File: config.mk
export PLATFORM = sky130hd
export DESIGN_NAME = disp_scan_ctrl
export DESIGN_NICKNAME = d
export VERILOG_FILES = /design/src/rtl/disp_scan_ctrl.sv
export SDC_FILE = /design/constraint.sdc
export NUM_CORES = 1
export LEC_CHECK = 0
export CAP_MARGIN = 20
export CORE_UTILIZATION = 45
export DETAILED_ROUTE_END_ITERATION = 10
export PLACE_DENSITY = 0.61
export SYNTH_ARGS = -nofsm -noshare
export SYNTH_HDL_FRONTEND = slang
export SYNTH_SLANG_ARGS = --single-unit
File: constraint.sdc
create_clock -name clk -period 3.7 [get_ports clk]
set_clock_uncertainty 0.15 [all_clocks]
set_input_delay 0.74 -clock clk [delete_from_list [all_inputs] [get_ports clk]]
set_output_delay 0.74 -clock clk [all_outputs]
set_load 0.03 [all_outputs]
File: src/rtl/disp_scan_ctrl.sv
// Two-digit seven-segment scan controller: latches a 4-bit value, converts it to
// BCD with a shift-add-3 engine and multiplexes tens/units onto shared segments.
module disp_scan_ctrl #(
    parameter int REFRESH_DIV = 50000,
    parameter int GUARD       = 2,
    parameter bit BLANK_LZ    = 1'b1
) (
    input  logic       clk,
    input  logic       rst,
    input  logic [3:0] s,
    input  logic       load,
    output logic       busy,
    output logic [3:0] digit,
    output logic       an0,
    output logic       an1
);

    localparam int CW = (REFRESH_DIV > 1) ? $clog2(REFRESH_DIV) : 1;
    localparam logic [CW-1:0] LAST_C  = CW'(REFRESH_DIV - 1);
    localparam logic [CW-1:0] GUARD_C = CW'(GUARD);

    typedef enum logic {C_IDLE, C_SHIFT} conv_t;
    typedef enum logic {S_UNITS, S_TENS} slot_t;

    conv_t       r_cstate, w_cstate_nxt;
    slot_t       r_slot, w_slot_nxt;
    logic [1:0]  r_step;
    logic [3:0]  r_sh, r_bcd_t, r_bcd_u;
    logic [3:0]  r_tens, r_units;
    logic [CW-1:0] r_cnt, w_cnt_nxt;
    logic        w_start, w_commit, w_wrap;
    logic [3:0]  w_u_adj;
    logic [11:0] w_shifted;
    logic [3:0]  w_tens_nxt, w_units_nxt, w_digit_nxt;
    logic        w_an0_nxt, w_an1_nxt;
    logic        r_an0, r_an1;
    logic [3:0]  r_digit;

    // ---------------- conversion FSM ----------------
    always_ff @(posedge clk) begin
        if (rst) r_cstate <= C_IDLE;
        else     r_cstate <= w_cstate_nxt;
    end

    always_comb begin
        w_cstate_nxt = r_cstate;
        case (r_cstate)
            C_IDLE:  if (load)           w_cstate_nxt = C_SHIFT;
            C_SHIFT: if (r_step == 2'd3) w_cstate_nxt = C_IDLE;
            default:                     w_cstate_nxt = C_IDLE;
        endcase
    end

    always_comb begin
        busy     = (r_cstate == C_SHIFT);
        w_start  = (r_cstate == C_IDLE) && load;
        w_commit = (r_cstate == C_SHIFT) && (r_step == 2'd3);
    end

    // One shift-add-3 step; tens never reaches 5 for a 4-bit input.
    assign w_u_adj   = (r_bcd_u >= 4'd5) ? r_bcd_u + 4'd3 : r_bcd_u;
    assign w_shifted = {r_bcd_t[2:0], w_u_adj, r_sh, 1'b0};

    always_ff @(posedge clk) begin
        if (rst) begin
            r_step  <= 2'd0;
            r_sh    <= 4'd0;
            r_bcd_t <= 4'd0;
            r_bcd_u <= 4'd0;
            r_tens  <= 4'd0;
            r_units <= 4'd0;
        end else begin
            if (w_start) begin
                r_sh    <= s;
                r_bcd_t <= 4'd0;
                r_bcd_u <= 4'd0;
                r_step  <= 2'd0;
            end else if (busy) begin
                r_bcd_t <= w_shifted[11:8];
                r_bcd_u <= w_shifted[7:4];
                r_sh    <= w_shifted[3:0];
                r_step  <= r_step + 2'd1;
            end
            // Final step lands straight in the display pair so both digits flip together.
            if (w_commit) begin
                r_tens  <= w_shifted[11:8];
                r_units <= w_shifted[7:4];
            end
        end
    end

    // ---------------- scan FSM ----------------
    assign w_wrap    = (r_cnt == LAST_C);
    assign w_cnt_nxt = w_wrap ? '0 : r_cnt + 1'b1;

    always_ff @(posedge clk) begin
        if (rst) begin
            r_slot <= S_UNITS;
            r_cnt  <= '0;
        end else begin
            r_slot <= w_slot_nxt;
            r_cnt  <= w_cnt_nxt;
        end
    end

    always_comb begin
        w_slot_nxt = r_slot;
        if (w_wrap) w_slot_nxt = (r_slot == S_UNITS) ? S_TENS : S_UNITS;
    end

    // Outputs are registered from next-state values, so they track state with no lag.
    always_comb begin
        w_tens_nxt  = w_commit ? w_shifted[11:8] : r_tens;
        w_units_nxt = w_commit ? w_shifted[7:4]  : r_units;
        w_digit_nxt = (w_slot_nxt == S_TENS) ? w_tens_nxt : w_units_nxt;
        w_an0_nxt   = !((w_slot_nxt == S_UNITS) && (w_cnt_nxt >= GUARD_C));
        w_an1_nxt   = !((w_slot_nxt == S_TENS) && (w_cnt_nxt >= GUARD_C) &&
                        !(BLANK_LZ && (w_tens_nxt == 4'd0)));
    end

    always_ff @(posedge clk) begin
        if (rst) begin
            r_digit <= 4'd0;
            r_an0   <= 1'b1;
            r_an1   <= 1'b1;
        end else begin
            r_digit <= w_digit_nxt;
            r_an0   <= w_an0_nxt;
            r_an1   <= w_an1_nxt;
        end
    end

    assign digit = r_digit;
    assign an0   = r_an0;
    assign an1   = r_an1;

endmodule

# Word-level counts from Yosys, hierarchy flattened
# Index checks and enable logic that the tools add are counted.
# totals
output_inout_bits	7
wordCells	44
input_bits	7
ff_bits	45
# classes
muxes	12
n_bitwise	2
order_cmp	2
n_eq_ne	2
add_sub_neg	3
reduce_logical	11
# op_table
operator	n
$mux 4	6
$add 16x1->16 const B	1
$eq 16x16->1 const B	1
$ge 16x2->1 const B	1
$mux 16	1
$logic_and 1x1->1	5
$add 4x2->4 const B	1
$ge 4x3->1 const B	1
$logic_not 4->1	1
$mux 1	4
$logic_not 1->1	3
$add 2x1->2 const B	1
$eq 2x2->1 const B	1
$not 1->1	2
$pmux 1 s2	1
$reduce_bool 2->1	1
$reduce_or 2->1	1

# Depth between registers and ports, before layout
# depth
ltp_word	7
mapped_depth	7
mapped_depth_nobuf	7

# Worst setup path after synthesis
# OpenSTA, ideal clock, no wires.
# synth_path
path_kind	register to register
startpoint	reg r_cnt[0]
endpoint	reg r_an0 (netlist: an0)
slack_ns	1.815
n_path_buf	0
stages_incl_launch_ff	7
period_less_slack_ns	1.885
setup_ns	0.123
arrival_ns	1.611
required_ns	3.427
cell_sequence	dfxtp_1 ha_1 nand4_2 or3_4 nor3b_1 o211ai_2 o21ai_0
# synth_via
elab_chain_cells	5
word_cells_on_any_way	8
classes_between	add/sub (1); order compare (1); eq/ne (1); mux (2); bitwise (1); reduce/logical (2)
# synth_rtl
item	line_no	rtl
start: declaration	30	logic [CW-1:0] r_cnt, w_cnt_nxt;
start signal: assignment	102	r_cnt <= w_cnt_nxt;
$add 16x1->16 / $eq 16x16->1 (equally long branches)	94, 93	
$mux 16 / $mux 1 (equally long branches)	94, 108	
$ge 16x2->1 / $not 1->1 (equally long branches)	116	w_an0_nxt = !((w_slot_nxt == S_UNITS) && (w_cnt_nxt >= GUARD_C));
$logic_and 1x1->1 (*)	116	
$logic_not 1->1 (*)	116	
end signal: assignment	128	r_an0 <= w_an0_nxt;
end: declaration	36	logic r_an0, r_an1;
# Mark *: on every way between the ends. The rest lies on a longest branch, timed or not.
# A chain may end at the register's enable or synchronous reset.

# Worst setup path in the final report
# layout_path
startpoint	reg r_cstate (netlist: busy)
endpoint	out busy
# layout_rtl
item	line_no	rtl
start: declaration	25	conv_t r_cstate, w_cstate_nxt;
start signal: assignment	42	else r_cstate <= w_cstate_nxt;
end: declaration	12	output logic busy,
# No word-level cell between the ends.

==> flow_summary_export.csv <==
group,metric,value,unit
outcome,outcome,"complete, no violations",
die,dieWidth,72.3,µm
logic_synthesis,yosysWarnings,0,
route,vias_per_cell,5.20,
min_path,hold_path.class,"reg -> reg",
route,drc,0,
timing,worst_pin_slew,0.411,ns
critical_path,critPathMaxStageDelay,0.67,ns
global_route,gr-usage-all-layers,0.179,
logic_synthesis,synth_ff_type,"dfxtp_1",
die,start_util,0.470,
global_route,grt_pass1_vias,1553,
global_route,grt_max_degree,21,
place,dpl.hpwl,3050,µm
route,dr.pass1.iters,4,
critical_path,worstSetupStartpoint,"busy$_SDFF_PP0_",
clock_tree,ctsHoldBuffers,0,
route,wire_per_inst,13.0,µm
timing,min_period,2.20,ns
logic_synthesis,synth-seq-area-share,0.406,
place,dp.cells,315,
logic_synthesis,synth-compound-area-share,0.113,
clock_tree,cts_buffers,5,
min_path,min_path_cells,2,
critical_path,critical_path_depth,1,
critical_path,cp_slowest_cell,"clkdlybuf4s50_1",
layout,fin_cells,323,
power_and_ir_drop,p_per_area,359,nW/µm²
global_route,grt_antenna_before_repair,0,
flow_run,cap_viol_max_count,0,
layout,multiInputGateArea,1220,µm²
critical_path,worstSetupPathType,"reg -> out",
critical_path,start_kind,"register",
critical_path,critPathBufInv,1,
critical_path,end_kind,"output port",
logic_synthesis,synth-xor-area-share,0.0783,
die,rows,25,
layout,fin_area,2470,µm²
logic_synthesis,syn_inst,247,
critical_path,path_cells,"clkdlybuf4s50_1",
die,io_pins,14,
route,ant_nets,0,
critical_path,worstReg2RegEnd,"an0$_SDFF_PP1_",
timing,fmax,454,MHz
clock_tree,cts-root-buf,"clkbuf_8",
critical_path,r2r_start,"r_cnt[0]$_SDFF_PP0_",
clock_tree,cts_sinks,45,
timing,finalCritPeriodShare,0.595,
logic_synthesis,synth_top_family_by_area,"simple AND/OR/NAND/NOR gates",
layout,synthToLayoutAreaGrowth,11.4,%
timing,fin_setup_tns,0,ns
route,drt-total-wl,4200,µm
clock_tree,htreeDepth,2,
logic_synthesis,synth_edf_count,0,
place,place_ws,1.22,ns
timing,slew_viol_final,0,
logic_synthesis,syn_nets,259,
layout,nFillCells,463,
layout,drive_above_1_share,0.0898,
route,drt_iter0_drc,61,
critical_path,endpoint,"busy",
logic_synthesis,netlist_area,2220,µm²
critical_path,r2r_setup_slack,1.53,ns
timing,max_slew_margin,0.722,
clock_tree,cts_resized,0,
critical_path,critPathTopFamily,"buffers and inverters",
die,core_area,4720,µm²
power_and_ir_drop,leakagePower,0.965,nW
die,die_h,72.3,µm
timing,finalSetupViolations,0,
route,vias,1680,
critical_path,reg2regPathDepth,6,
layout,fin_nets,267,
place,gp_congestion,0.792,
critical_path,worstPathMaxFanout,2,
clock_tree,cts_max_path_buffers,2,
layout,final_common_cell,"dfxtp_1",
timing,final_hold_viol_count,0,
critical_path,crit_arrival,1.31,ns
clock_tree,post_cts_buffers,0,
layout,antenna_cells_inserted,0,
layout,fin_util,0.524,
global_route,grt_pass1_wl,7210,µm
clock_tree,clk_latency,0.31,ns
die,die-area,5220,µm²
power_and_ir_drop,ir_drop,248,µV
global_route,grt-ovfl-total,0,
clock_tree,cts_tree,"done",
timing,fin_ws,1.50,ns
layout,mostFrequentLayoutCells,"dfxtp_1, nor2_1, nand2_1",
place,port_buffers,13,
logic_synthesis,yosys.area_share.simple,0.259,
critical_path,cp.required,2.81,ns
timing,rsz0062_at_grt,"false",
logic_synthesis,async_flop_share,0,
logic_synthesis,ys_ff_latch,45,
logic_synthesis,muxShareOfSynthArea,0.0727,
logic_synthesis,syn_avg_cell_area,8.99,µm²
place,place_area,2380,µm²
logic_synthesis,synth_adder_area_share,0.0282,
clock_tree,clkTransAtPathRegs,0.09,ns
logic_synthesis,ys_types,53,
layout,regArea,901,µm²
-- layout make-up --
type                            instances  share of cell area
Clock buffer                            5              0.0278
Multi-Input combinational cell        181               0.495
Timing Repair Buffer                   15              0.0586
Tap cell                               67              0.0339
Clock inverter                          3              0.0101
Inverter                                7              0.0106
Sequential cell                        45               0.364
-- through the flow --
step	hold WS, ns	power (W)
floorplan	0.300	0.000559
global placement	0.316	0.000581
detailed placement	0.321	0.000582
CTS	0.335	0.000900
global route	0.373	0.000929
finish	0.331	0.000888
-- power by group --
part / internal [W] / leakage [nW] / switching, W
clock network: 0.000138 / 0.0452 / 0.000181
logic: 0.0000284 / 0.555 / 0.0000378
registers: 0.000494 / 0.365 / 0.00000925
-- worst min path at each step --
stage | from | end | slack (ns)
floorplan | r_tens[2]$_SDFF_PP0_ | r_tens[2]$_SDFF_PP0_ | 0.30
global placement | r_tens[2]$_SDFF_PP0_ | r_tens[2]$_SDFF_PP0_ | 0.32
detailed placement | r_tens[2]$_SDFF_PP0_ | r_tens[2]$_SDFF_PP0_ | 0.32
CTS | r_tens[2]$_SDFF_PP0_ | r_tens[2]$_SDFF_PP0_ | 0.33
global route | r_tens[2]$_SDFF_PP0_ | r_tens[2]$_SDFF_PP0_ | 0.37
finish | r_tens[2]$_SDFF_PP0_ | r_tens[2]$_SDFF_PP0_ | 0.33
-- synth_stat cells (2+ instances only) --
library cell | number | area share
dfxtp_1 | 45 | 0.41
nor2_1 | 38 | 0.064
nand2_1 | 19 | 0.032
mux2i_1 | 15 | 0.068
xnor2_1 | 13 | 0.051
a21oi_1 | 11 | 0.025
nor3_1 | 9 | 0.020
buf_2 | 7 | 0.016
inv_1 | 7 | 0.012
and2_1 | 5 | 0.014
and3_1 | 5 | 0.014
ha_1 | 5 | 0.028
nand4_1 | 5 | 0.014
o21ai_0 | 5 | 0.011
xor2_1 | 5 | 0.020
clkbuf_1 | 4 | 0.0068
nand3_1 | 3 | 0.0068
nor3b_1 | 3 | 0.010
nor4_1 | 3 | 0.0085
a211oi_1 | 2 | 0.0068
a211oi_2 | 2 | 0.011
and4bb_1 | 2 | 0.011
buf_1 | 2 | 0.0034
nand2b_1 | 2 | 0.0056
o31ai_1 | 2 | 0.0068
-- registers in the layout (all words and copies together), names as in the netlist --
register,count
an1,1
busy,1
r_bcd_t,3
r_bcd_u,4
r_sh,4
r_tens,4
r_cnt,16
an0,1
r_step,2
r_slot,1
digit,4
r_units,4
-- cell families after synthesis --
logic type,Yosys count
AOI/OAI and AO/OA,35
xor gates and xnor gates,19
adders and majority gates,5
buffers and inverters,21
DFF,45
muxes,16
and+or+nand+nor,106
-- metal layers --
layer  GRT usage  part of all wire
met1       0.238              0.51
met2       0.281              0.44
met3      0.0417             0.026
met4      0.0719             0.017
met5           0                 0
(Power assumes the default switching activity.)
